**src/rtl/inst_rom_loader.sv**
```systemverilog
// Boot loader: packs a host byte stream into instruction ROM words, then releases the core.
// Optional LOADER_CHECKSUM_EN: trailing 4-byte XOR checksum checked before release.
module inst_rom_loader #(
    parameter int ADDR_WIDTH  = 10,
    parameter int CPU_WIDTH   = 32,
    parameter int HOLD_CYCLES = 5
) (
    input  logic                  clk,
    input  logic                  rst,
    input  logic                  load_start,
    input  logic                  s_valid,
    output logic                  s_ready,
    input  logic [7:0]            s_data,
    input  logic                  s_last,
    output logic                  rom_we,
    output logic [ADDR_WIDTH-1:0] rom_waddr,
    output logic [CPU_WIDTH-1:0]  rom_wdata,
    output logic                  cpu_rst_n,
    output logic                  enable,
    output logic                  load_busy,
    output logic                  load_done,
    output logic                  load_err,
    output logic [ADDR_WIDTH:0]   word_cnt
);

    typedef enum logic [2:0] {
        IDLE, LOAD, PAD, CSUM, HOLD, RUN, ERR
    } state_t;

    localparam int HW = $clog2(HOLD_CYCLES + 1);
    localparam logic [HW-1:0] HOLD_LAST = HW'(HOLD_CYCLES - 1);
    localparam logic [ADDR_WIDTH:0] DEPTH = {1'b1, {ADDR_WIDTH{1'b0}}};

`ifdef LOADER_CHECKSUM_EN
    localparam state_t IMG_END = CSUM;
`else
    localparam state_t IMG_END = HOLD;
`endif

    state_t                state, next_state;
    logic [ADDR_WIDTH-1:0] addr;
    logic [1:0]            byte_idx;
    logic [CPU_WIDTH-1:0]  wbuf;
    logic [HW-1:0]         hold_cnt;
    logic                  xfer, last_byte, ovf, start;
    logic                  do_wr, csum_ok;
    logic [CPU_WIDTH-1:0]  wr_word;

    assign s_ready   = (state == LOAD) || (state == CSUM);
    assign load_busy = (state == LOAD) || (state == PAD) ||
                       (state == CSUM) || (state == HOLD);
    assign xfer      = s_valid && s_ready;
    assign last_byte = (byte_idx == 2'd3);
    assign ovf       = (word_cnt == DEPTH);
    assign start     = load_start &&
                       ((state == IDLE) || (state == RUN) || (state == ERR));
    assign do_wr     = (state == PAD) ||
                       ((state == LOAD) && xfer && !ovf && last_byte);
    assign wr_word   = (state == PAD) ? wbuf : {s_data, wbuf[23:0]};

`ifdef LOADER_CHECKSUM_EN
    logic [CPU_WIDTH-1:0] csum_acc;

    assign csum_ok = ({s_data, wbuf[23:0]} == csum_acc);

    always_ff @(posedge clk) begin
        if (rst)
            csum_acc <= '0;
        else if (start)
            csum_acc <= '0;
        else if (do_wr)
            csum_acc <= csum_acc ^ wr_word;
    end
`else
    assign csum_ok = 1'b0;
`endif

    always_ff @(posedge clk) begin
        if (rst)
            state <= IDLE;
        else
            state <= next_state;
    end

    always_comb begin
        next_state = state;
        unique case (state)
            IDLE: if (load_start) next_state = LOAD;
            LOAD: begin
                if (xfer) begin
                    if (ovf)
                        next_state = ERR;
                    else if (s_last)
                        next_state = last_byte ? IMG_END : PAD;
                end
            end
            PAD:  next_state = IMG_END;
            CSUM: begin
                if (xfer && last_byte)
                    next_state = csum_ok ? HOLD : ERR;
            end
            HOLD: if (hold_cnt == HOLD_LAST) next_state = RUN;
            RUN:  if (load_start) next_state = LOAD;
            ERR:  if (load_start) next_state = LOAD;
            default: next_state = IDLE;
        endcase
    end

    // Core-facing controls drop on the same edge a reload is accepted.
    always_ff @(posedge clk) begin
        if (rst) begin
            rom_we    <= 1'b0;
            rom_waddr <= '0;
            rom_wdata <= '0;
            cpu_rst_n <= 1'b0;
            enable    <= 1'b0;
            load_done <= 1'b0;
            load_err  <= 1'b0;
            word_cnt  <= '0;
            addr      <= '0;
            byte_idx  <= '0;
            wbuf      <= '0;
            hold_cnt  <= '0;
        end else begin
            rom_we    <= 1'b0;
            cpu_rst_n <= ((state == HOLD) || (state == RUN)) &&
                         ((next_state == HOLD) || (next_state == RUN));
            enable    <= (state == RUN) && (next_state == RUN);
            load_done <= (state == RUN) && (next_state == RUN);
            hold_cnt  <= (state == HOLD) ? hold_cnt + 1'b1 : '0;

            if (next_state == ERR)
                load_err <= 1'b1;

            if (do_wr) begin
                rom_we    <= 1'b1;
                rom_waddr <= addr;
                rom_wdata <= wr_word;
                addr      <= addr + 1'b1;
                word_cnt  <= word_cnt + 1'b1;
            end

            if (do_wr || ((state == CSUM) && xfer && last_byte)) begin
                wbuf     <= '0;
                byte_idx <= '0;
            end else if (xfer && ((state == CSUM) || !ovf)) begin
                wbuf[{byte_idx, 3'b000} +: 8] <= s_data;
                byte_idx <= byte_idx + 2'd1;
            end

            if (start) begin
                addr     <= '0;
                byte_idx <= '0;
                wbuf     <= '0;
                word_cnt <= '0;
                load_err <= 1'b0;
            end
        end
    end

endmodule
```
**config.mk**
```make
export PLATFORM = sky130hd
export DESIGN_NAME = inst_rom_loader
export DESIGN_NICKNAME = d
export VERILOG_FILES = /design/src/rtl/inst_rom_loader.sv
export SDC_FILE = /design/constraint.sdc
export NUM_CORES = 1
export LEC_CHECK = 0
export ABC_AREA = 1
export BUFFER_PORTS_ARGS = -buffer_cell sky130_fd_sc_hd__buf_4
export CORE_MARGIN = 2
export CORE_UTILIZATION = 40
export CTS_CLUSTER_DIAMETER = 50
export DETAILED_ROUTE_END_ITERATION = 8
export PLACE_DENSITY = 0.59
export SYNTH_ARGS = -nofsm -noshare
export SYNTH_HDL_FRONTEND = slang
export SYNTH_SLANG_ARGS = --single-unit
```
**constraint.sdc**
```tcl
create_clock -name clk -period 2.6 [get_ports clk]
set_input_delay 0 -clock clk [delete_from_list [all_inputs] [get_ports clk]]
set_output_delay 0 -clock clk [all_outputs]
set_load 0.1 [all_outputs]
```
# ---- Yosys cells after proc, flatten, opt, wreduce, memory -nomap -nowiden
# Cells that the tools add are included.
dict set report totals {
  ff_bits 107
  romBits 0
  mem_bits_rw 0
  memories 0
  latch_bits 0
  wordCells 71
  out_inout_bits 60
}
dict set report classes {
  n_mux 11
  n_div 0
  reduce_logical 28
  eq_ne 12
  bitwise_logic 1
  shift 2
  mul 0
  magnitude_cmp 0
  addsub 5
}
# cell n
set op_table {}
lappend op_table {{$bwmux 32} 1}
lappend op_table {{$mux 32} 1}
lappend op_table {{$shift 8x7->32 const A} 1}
lappend op_table {{$shiftx 8x7->32} 1}
lappend op_table {{$eq 3x3->1 const B} 7}
lappend op_table {{$mux 3} 7}
lappend op_table {{$pmux 3 s5} 1}
lappend op_table {{$add 11x1->11 const B} 1}
lappend op_table {{$eq 11x11->1 const B} 1}
lappend op_table {{$logic_and 1x1->1} 11}
lappend op_table {{$logic_or 1x1->1} 11}
lappend op_table {{$add 10x1->10 const B} 1}
lappend op_table {{$neg 5->7} 1}
lappend op_table {{$eq 3x2->1 const B} 2}
lappend op_table {{$reduce_or 3->1} 2}
lappend op_table {{$reduce_or 2->1} 2}
lappend op_table {{$add 3x1->3 const B} 1}
lappend op_table {{$eq 3x1->1 const B} 1}
lappend op_table {{$logic_not 3->1} 1}
lappend op_table {{$add 2x1->2 const B} 1}
lappend op_table {{$eq 2x2->1 const B} 1}
lappend op_table {{$logic_not 1->1} 1}
lappend op_table {{$mux 1} 1}
lappend op_table {{$not 1->1} 1}

# ---- Depth between registers and ports, before layout
# Gate-level depths: netlist (run 1).
dict set report depth {
  ltp_word 9
  mapped_depth 12
}

# ---- Least setup slack after synthesis (run 1)
# No wires, ideal clock.
dict set report synth_path {
  path_kind {flip-flop to flip-flop}
  startpoint {register word_cnt[0]}
  endpoint {register rom_waddr[4]}
  synth_period_minus_slack_ns 2.408
  stages_incl_launch_ff 13
  path_slack_ns 0.192
  t_arrival_ns 2.290
  cell_sequence {dfxtp_1 -> inv_1 -> ha_1 -> nand2_1 -> nor2_1 -> nand2_1 -> nand2_1 -> nand2_4 -> inv_1 -> buf_4 -> buf_2 -> nor2_1 -> nor2_1}
}
dict set report synth_between {
  elab_chain_cells 5
}
# item line
set synth_rtl {}
lappend synth_rtl {{from (decl)} 23} ;# output logic [ADDR_WIDTH:0] word_cnt
lappend synth_rtl {{from (signal assigned)} 140} ;# word_cnt <= word_cnt + 1'b1;
lappend synth_rtl {{$eq 11x11->1} 54} ;# assign ovf = (word_cnt == DEPTH);
lappend synth_rtl {{$logic_not 1->1} 58} ;# ((state == LOAD) && xfer && !ovf && last_byte);
lappend synth_rtl {{$logic_and 1x1->1 (2 in series)} 58}
lappend synth_rtl {{$logic_or 1x1->1} 57} ;# assign do_wr = (state == PAD) ||
lappend synth_rtl {{to (signal assigned)} 137} ;# rom_waddr <= addr;
lappend synth_rtl {{to (decl)} 16} ;# output logic [ADDR_WIDTH-1:0] rom_waddr,
# No other way between the ends.
# A chain may end at the register's enable or synchronous reset.

# ---- Worst setup path after layout (run 1)
dict set report layout_path {
  startpoint {register byte_idx[0]}
  endpoint {register wbuf[9]}
}
dict set report layout_between {
  elab_chain_cells 5
}
# item line
set layout_rtl {}
lappend layout_rtl {{from (decl)} 42} ;# logic [1:0] byte_idx;
lappend layout_rtl {{from (signal assigned)} 148} ;# byte_idx <= byte_idx + 2'd1;
lappend layout_rtl {{branches (longest 5 deep; another with $neg 5->7)} --}
lappend layout_rtl {{to (signal, indexed assignment)} 147} ;# wbuf[{byte_idx, 3'b000} +: 8] <= s_data;
lappend layout_rtl {{to (decl)} 43} ;# logic [CPU_WIDTH-1:0] wbuf;
# Several ways; the timed one is not identified.

==> impl_metrics.toml, run 1 <==
[die]
core_sq_um = 11400
io_pins = 73
die_w_um = 112
die_h_um = 112
initial_core_util = 0.410
rows = 39
dieArea_sq_um = 12600

[sta]
skew_ps = 6.39
finalHoldViolCount = 0
fin_crit_sh = 0.866
setup_viol = 0
drv_slew = 0
hold_ws_ps = 70.5
period_minus_slack_ps = 2250
fmax_ghz = 0.444
finalSetupTns_ps = 0
tightest_slew_ps = 573
max-slew-margin-rel = 0.617
rsz0062_at_grt = "no"

[min_path]
hp-class = "primary input to register"

[clock_tree]
clock_sinks = 107
ctsHtreeMaxLevel = 3
cts-root-buf = "clkbuf_16"
cts_buffers = 9
post_cts_buffers = 0
worstSkewPairLatency_ps = 340
clk_pin_slew_ps = 70
cts_tree = "done"
clock_path_buffers = 2

[critical_path]
crit_path_end_kind = "register"
rrSetupSlack_ps = 350
reg2regPathDepth = 8
cp-endpoint = "wbuf[9]"
critPathRequiredTime_ps = 2800
crit_path_start = "byte_idx[0]"
cp_slowest_cell = "dfxtp_1"
crit_chain = "ha_1 -> nand4_1 -> nor2_1 -> nand2_1 -> nand2_4 -> nor3_4 -> inv_2 -> a21oi_1"
crit_type = "register to register"
slowest_delay_ps = 590
startpoint_type = "register"
rr_endpoint = "wbuf[9]"
crit_fanout = 29
r2r-start = "byte_idx[0]"
worstPathArrival_ps = 2450

[synthesis]
yosysTopAreaCell = "dfxtp_1"
synth_most_common_cell = "nand2_1"
synth_warnings = 0
ys_types = 29
syn_area_per_cell_sq_um = 7.39
synth_area_leaders = "dfxtp_1 (46%), nand2_1 (9.2%), nor2_1 (7.3%)"
synth_mux_area_frac = 0
syn_nets = 657
synth_edf_count = 0
synthAdderAreaFrac = 0.0294
synthSimpleGateAreaFrac = 0.268
synth_flop_cell = "dfxtp_1"
synth-async-reset-ratio = 0
synth_common_cells = "nand2_1 (115), dfxtp_1 (107), nor2_1 (91)"
synthCells = 633
yosys.area_share.xor_xnor = 0.0112
synth_top_family_by_area = "simple AND/OR/NAND/NOR gates"
syn_area_sq_um = 4680
ys_seq_elements = 107
synth_top_area_frac = 0.458
synth-compound-area-share = 0.156
ys_seq_area_frac = 0.458

[job]
maxCapViolCount = 0

[placed_design]
io_buffers = 72
hpwlAfterDp_mm = 8.17
gp_congestion = 0.865

[route]
first_pass_iters = 5
detail-route-antenna-nets = 0
routedWlPerCell_um = 13.5
vias = 4246
routed_wl_mm = 11.5
viasPerCell = 5.00
drt_iter0_drc = 247
drc = 0

[grt]
track_usage = 0.182
grt_max_degree = 43
grt_pass1_vias = 3981
antenna_found_initial = 0
grt_pass1_wl_mm = 19.0
overflow = 0

[outcome]
outcome = "completed"

[power_and_ir_drop]
power_w = 0.00361
power.leakage_nw = 2.33
power_density_nw_per_um2 = 634
peakVddDrop_uv = 333

[cells_and_area]
n_antenna_cell = 0
fin_nets = 726
drive_gt1_frac = 0.168
area_growth_pct = 21.8
==> placed cells by master (no fill, tap or decap), types with 4 or more instances in the layout <==
cell type	Yosys	layout
a21oi_1	57	57
nand4_1	22	22
clkbuf_16	0	9
nand3_1	30	30
a21oi_2	10	10
buf_4	2	79
nand2_1	115	115
nor3_1	20	20
o21ai_0	53	53
dfxtp_1	107	107
inv_2	5	5
nand2_2	4	4
xor2_1	5	5
ha_1	11	10
nor2_1	91	91
inv_1	50	50
dlygate4sd3_1	0	9
a31oi_1	10	10
==> layout make-up <==
| cell class | instances | area, sq um |
|---|---|---|
| clock inverter | 4 | 51.3 |
| timing repair buffer | 89 | 703 |
| sequential | 107 | 2140 |
| clock buffer | 12 | 236 |
| tap | 143 | 179 |
| inverter | 55 | 206 |
| multi-input combinational | 440 | 2180 |
| fill | 1156 | 5720 |
==> report_power, final <==
group | internal, W | total [W] | switching (W)
clock network | 0.000749 | 0.00134 | 0.000587
registers | 0.00168 | 0.00170 | 0.0000291
logic | 0.000129 | 0.000571 | 0.000442
==> per-stage QoR <==
| step | setup WS [ps] | cells | utilization | instance area, sq um |
|---|---|---|---|---|
| after floorplan | 192 | 633 | - | 4680 |
| after global routing | 36.1 | 850 | 0.499 | 5700 |
| after detailed placement | 291 | 825 | 0.465 | 5320 |
| after global placement | 408 | 825 | 0.465 | 5320 |
| after CTS | 276 | 850 | 0.499 | 5690 |
| final | 349 | 850 | 0.499 | 5700 |
==> metal layers <==
layer | global-route usage | wire length (um) | vias to the layer above
met5 | 0 | 0 | -
met4 | 0.0659 | 136 | 0
met3 | 0.0248 | 382 | 10
met2 | 0.300 | 5490 | 70
met1 | 0.246 | 5470 | 1941
li1 | - | - | 2225
==> worst min-delay path by stage <==
stage                     from      endpoint  slack, ps  depth (start not counted)
global placement           rst  rom_waddr[6]        240                          2
detailed placement         rst  rom_waddr[6]        250                          2
CTS                 load_start      state[0]         60                          5
global route        load_start      state[0]        110                          5
floorplan                  rst  rom_waddr[6]         70                          1
finish              load_start      state[0]         70                          5
==> flip-flops by register name, summed over array words and instances (netlist names) <==
register and cells:
rom_we 1, rom_waddr 10, load_err 1, wbuf 32, addr 10, byte_idx 2
state 3, word_cnt 11, cpu_rst_n 1, load_done 1, hold_cnt 3, rom_wdata 32
==> what timing repair did <==
item / in CTS / in global routing
gates resized for setup: 0 / 1
hold buffers: 9 / 0
endpoints found under the hold margin: 22 / 0
setup endpoints to repair: 0 / 3
==> worst max-delay path, delay by kind of cell, from the launching register on <==
kind | cells | cell delay, ps
compound gates | 1 | 90
flops | 1 | 590
fa+ha+maj | 1 | 300
buf+inv | 1 | 430
simple gates | 5 | 670
==> logic make-up after synthesis <==
| group | after synthesis |
|---|---|
| compound gates | 134 |
| xor+xnor | 6 |
| fa+ha+maj | 11 |
| buf+inv | 86 |
| flops | 107 |
| simple gates | 289 |
No activity file was read; power rests on OpenSTA's default activity.
==> run 2, diff against run 1 <==
Settings changed: CELL_PAD_IN_SITES_DETAIL_PLACEMENT set to 0, CELL_PAD_IN_SITES_GLOBAL_PLACEMENT set to 1, PLACE_DENSITY 0.59 to 0.77, REMOVE_ABC_BUFFERS set to 1.
Clock period 2.6 ns to 2.1 ns, I/O delays scaled along.
==> impl_metrics.toml, run 2 (synthesis gave the netlist of run 1 again) <==
[cells_and_area]
multiInputGateArea_sq_um = 2180
drive_gt1_frac = 0.180
mostFrequentLayoutCells = "nand2_1 (114), dfxtp_1 (107), nor2_1 (91)"
fin_util = 0.504
final_common_cell = "nand2_1"
fin_nets = 734
area_growth_pct = 23.1
nFillCells = 1125
reg.largest.list = "rom_wdata: 32 flops, wbuf: 32 flops, word_cnt: 11 flops"
ff_latch_area_sq_um = 2140
n_antenna_cell = 0

[sta]
finalHoldViolCount = 0
skew_ps = 10.5
max-slew-margin-rel = 0.704
setup_viol = 0
fmax_ghz = 0.534
rsz0062_at_grt = "no"
period_minus_slack_ps = 1870
tightest_slew_ps = 441
drv_slew = 0
fin_crit_sh = 0.891

[min_path]
min_from = "load_start"
hp-class = "primary input to register"

[job]
maxCapViolCount = 0

[critical_path]
crit_buf_inv = 5
critPathRequiredTime_ps = 2320
crit_top_cell = "nand2_1"
reg2regPathDepth = 11
cp-endpoint = "wbuf[26]"
crit_chain = "inv_2 -> nand2_1 -> inv_1 -> nand2_1 -> inv_1 -> nand2_1 -> inv_2 -> buf_4 -> nand2_1 -> nand2_1 -> a21oi_2"
cp.depth = 11
cp_slowest_cell = "dfxtp_1"
worstPathArrival_ps = 2090
crit_fanout = 11
critPathTopFamily = "buffers and inverters"
slowest_delay_ps = 380
startpoint_type = "register"
rr_endpoint = "wbuf[26]"
rrSetupSlack_ps = 230
r2r-start = "state[2]"
crit_path_end_kind = "register"
crit_path_start = "state[2]"
crit_type = "register to register"

[grt]
grt_pass1_wl_mm = 19.1
grt_max_degree = 39
track_usage = 0.181
antenna_found_initial = 0
grt_pass1_vias = 4058
overflow = 0

[route]
drc = 0
viasPerCell = 5.05
routed_wl_mm = 11.2
first_pass_iters = 5
routedWlPerCell_um = 13.1
detail-route-antenna-nets = 0
drt_iter0_drc = 291
vias = 4332

[die]
rows = 39
core_sq_um = 11400
dieArea_sq_um = 12600
die_h_um = 112
io_pins = 73
initial_core_util = 0.410
die_w_um = 112

[power_and_ir_drop]
power_density_nw_per_um2 = 768
power.leakage_nw = 2.37
peakVddDrop_uv = 504
power_w = 0.00442

[placed_design]
gp_congestion = 0.864
hpwlAfterDp_mm = 8.07
io_buffers = 72

[clock_tree]
cts-root-buf = "clkbuf_16"
worstSkewPairLatency_ps = 340
cts_buffers = 9
clk_pin_slew_ps = 70
clock_path_buffers = 2
clock_sinks = 107
ctsHtreeMaxLevel = 3
cts_tree = "done"

[outcome]
outcome = "completed"
-- run 2: per-stage QoR --
step                setup WS [ps]  hold slack [ps]  area, sq um  std cells  TNS (ps)
floorplan                    -985             69.1         4520        602    -61700
global placement              227              242         5350        830         0
detailed placement            113              245         5350        830         0
CTS                           100             82.4         5730        855         0
global route                0.513              124         5760        858         0
finish                        228             91.6         5760        858         0
-- run 2: final cells by class --
type                    instances  share of cell area
clock inverters                 6             0.00935
repair buffers                 97               0.133
multi-input cells             440               0.378
inverters                      55              0.0367
well taps                     143              0.0311
flip-flops and latches        107               0.372
clock buffers                  10              0.0398
-- run 2: worst min-delay path by stage --
stage | endpoint | slack (ps) | cells past startpoint
6_report | state[0] | 90 | 5
5_1_grt | state[0] | 120 | 5
4_1_cts | state[0] | 80 | 5
3_5_place_dp | rom_waddr[6] | 240 | 2
3_3_place_gp | rom_waddr[6] | 240 | 2
2_1_floorplan | rom_waddr[6] | 70 | 1
-- run 2: per-layer routing --
metal / vias to the layer above / track usage / wire [um]
li1: 2247 / - / -
met1: 1980 / 0.241 / 5400
met2: 96 / 0.306 / 5300
met3: 9 / 0.0329 / 405
met4: 0 / 0.0447 / 115
met5: - / 0 / 0
-- run 2: where the power goes --
part           internal, W  switching (W)  total, W
registers          0.00207      0.0000307   0.00210
logic             0.000167       0.000557  0.000724
clock network     0.000818       0.000772   0.00159
-- run 2: tightest hold or removal path, cell delays in order --
cell,delay (ps)
buf_4,90
o211ai_1,70
nand2_1,70
a21oi_1,70
nor2_1,90
-- run 2: what timing repair did --
action                                  in CTS  in global routing
endpoints found under the hold margin       21                  0
hold buffers                                 9                  0
endpoints found under the setup margin       0                 30
resized for setup                            0                  4
setup buffers                                0                  3
==> run 3, diff against run 2 <==
Settings changed: ABC_AREA 1 to not set, PLACE_DENSITY 0.77 to 0.74.
==> impl_metrics.toml, run 3 <==
[outcome]
outcome = "completed"

[synthesis]
synth_most_common_cell = "dfxtp_1"
synth_top_area_frac = 0.430
synth_common_cells = "dfxtp_1 (107), nand3_1 (58), a21oi_1 (57)"
synthCells = 589
ys_seq_area_frac = 0.430
syn_area_sq_um = 4990
synth_area_leaders = "dfxtp_1 (43%), nand3_1 (5.8%), a21oi_1 (5.7%)"
synth-async-reset-ratio = 0
synth_flop_cell = "dfxtp_1"
ys_types = 56
synth_warnings = 0
yosysTopAreaCell = "dfxtp_1"
synth_edf_count = 0
ys_seq_elements = 107
syn_area_per_cell_sq_um = 8.47

[clock_tree]
clock_path_buffers = 2
cts-root-buf = "clkbuf_16"
cts_tree = "done"
clk_pin_slew_ps = 70
cts_buffers = 9
worstSkewPairLatency_ps = 360
ctsHtreeMaxLevel = 3
clock_sinks = 107

[power_and_ir_drop]
power_density_nw_per_um2 = 688
p_switching_w = 0.00110
clockPowerShare = 0.417
sw_frac_of_total = 0.251
power.leakage_nw = 2.24
combPwrFrac = 0.110
internal_power_w = 0.00328
peakVddDrop_uv = 344
p_seq_frac = 0.473

[placed_design]
io_buffers = 72
hpwlAfterDp_mm = 9.23
place_area_sq_um = 5900
gp_congestion = 0.824

[min_path]
hp-class = "primary input to register"

[critical_path]
crit_type = "register to register"
crit_path_end_kind = "register"
startpoint_type = "register"
cp_slowest_cell = "or4_1"
crit_chain = "or4_1 -> buf_4 -> o41ai_2 -> buf_4 -> nand2_1 -> a211oi_1"
crit_fanout = 8
worstPathArrival_ps = 2260
slowest_delay_ps = 610
critPathRequiredTime_ps = 2360
crit_top_cell = "buf_4"

[grt]
grt_pass1_wl_mm = 22.2
track_usage = 0.209
antenna_found_initial = 0
overflow = 0
grt_max_degree = 50
grt_pass1_vias = 4542

[cells_and_area]
fin_util = 0.526
mostFrequentLayoutCells = "buf_4 (115), dfxtp_1 (107), nand3_1 (58)"
finalInstanceArea_sq_um = 6370
area_growth_pct = 27.7
final_common_cell = "buf_4"
fin_nets = 696
n_antenna_cell = 0
drive_gt1_frac = 0.226
reg.largest.list = "rom_wdata: 32 flops, wbuf: 32 flops, word_cnt: 11 flops"

[sta]
hold_ws_ps = 75.7
skew_ps = 8.48
rsz0062_at_grt = "yes"
finalSetupTns_ps = 0
tightest_slew_ps = 486
drv_slew = 0
period_minus_slack_ps = 2000
max-slew-margin-rel = 0.667
fin_crit_sh = 0.954
fmax_ghz = 0.499
finalHoldViolCount = 0
setup_viol = 0

[die]
io_pins = 73
initial_core_util = 0.412
die_w_um = 116
core_sq_um = 12100
rows = 40
die_h_um = 116
dieArea_sq_um = 13400

[route]
drc = 0
detail-route-antenna-nets = 0
viasPerCell = 5.57
routedWlPerCell_um = 15.7
routed_wl_mm = 13.3
vias = 4707
drt_iter0_drc = 236
first_pass_iters = 4

[job]
maxCapViolCount = 0
-- run 3: what timing repair did --
item	in CTS	in global routing
buffers inserted	0	1
pin swaps	0	1
endpoints found under the setup margin	35	69
hold buffers	10	0
cloned	0	0
gates resized for setup	2	9
hold endpoints to repair	34	0
-- run 3: cell type report --
type	instances	area [sq um]
Sequential cell	107	2140
Clock buffer	12	246
Timing Repair Buffer	129	1030
Clock inverter	4	73.8
Multi-Input combinational cell	409	2600
Tap cell	168	210
Fill cell	1173	5740
Inverter	16	60.1
-- run 3: kinds of logic after synthesis --
logic type | Yosys count | synth area share
buffers and inverters | 73 | 0.0592
xor gates and xnor gates | 8 | 0.0141
DFF | 107 | 0.430
AOI/OAI and AO/OA | 163 | 0.215
muxes | 8 | 0.0161
adders and majority gates | 12 | 0.0296
and+or+nand+nor | 218 | 0.236
-- run 3: final timing paths --
check | startpoint | to | slack (ps) | cells past startpoint
min reg2reg | hold_cnt[0] | hold_cnt[0] | 450 | 1
min | s_last | state[1] | 80 | 4
max reg2reg | word_cnt[5] | wbuf[24] | 100 | 6
max | word_cnt[5] | wbuf[24] | 100 | 6
-- run 3: per-stage QoR --
step | cells | worst slack (ps) | total power [W]
final | 845 | 97.3 | 0.00438
after global routing | 845 | -13.3 | 0.00453
after CTS | 844 | 16.2 | 0.00441
after detailed placement | 818 | -68.5 | 0.00258
after global placement | 818 | 11.0 | 0.00257
after floorplan | 532 | -1240 | 0.00239
-- run 3: power by group through the flow --
stage	logic (W)	registers, W	clock network, W
finish	0.000481	0.00207	0.00183
CTS	0.000482	0.00207	0.00186
floorplan	0.000220	0.00217	0
global route	0.000521	0.00207	0.00194
global placement	0.000459	0.00211	0
detailed placement	0.000465	0.00212	0
-- run 3: worst max-delay path, delay by kind of cell, from the launching register on --
| family | cells | cell delay (ps) |
|---|---|---|
| buf+inv | 2 | 420 |
| compound gates | 2 | 510 |
| simple gates | 2 | 670 |
| flops | 1 | 310 |
-- run 3: per-layer routing --
metal / track usage / routed length (um) / share of wire / vias to the layer above
li1: - / - / - / 2358
met1: 0.281 / 6210 / 0.47 / 2242
met2: 0.341 / 6270 / 0.47 / 93
met3: 0.0340 / 593 / 0.045 / 14
met4: 0.0746 / 199 / 0.015 / 0
met5: 0 / 0 / 0 / -
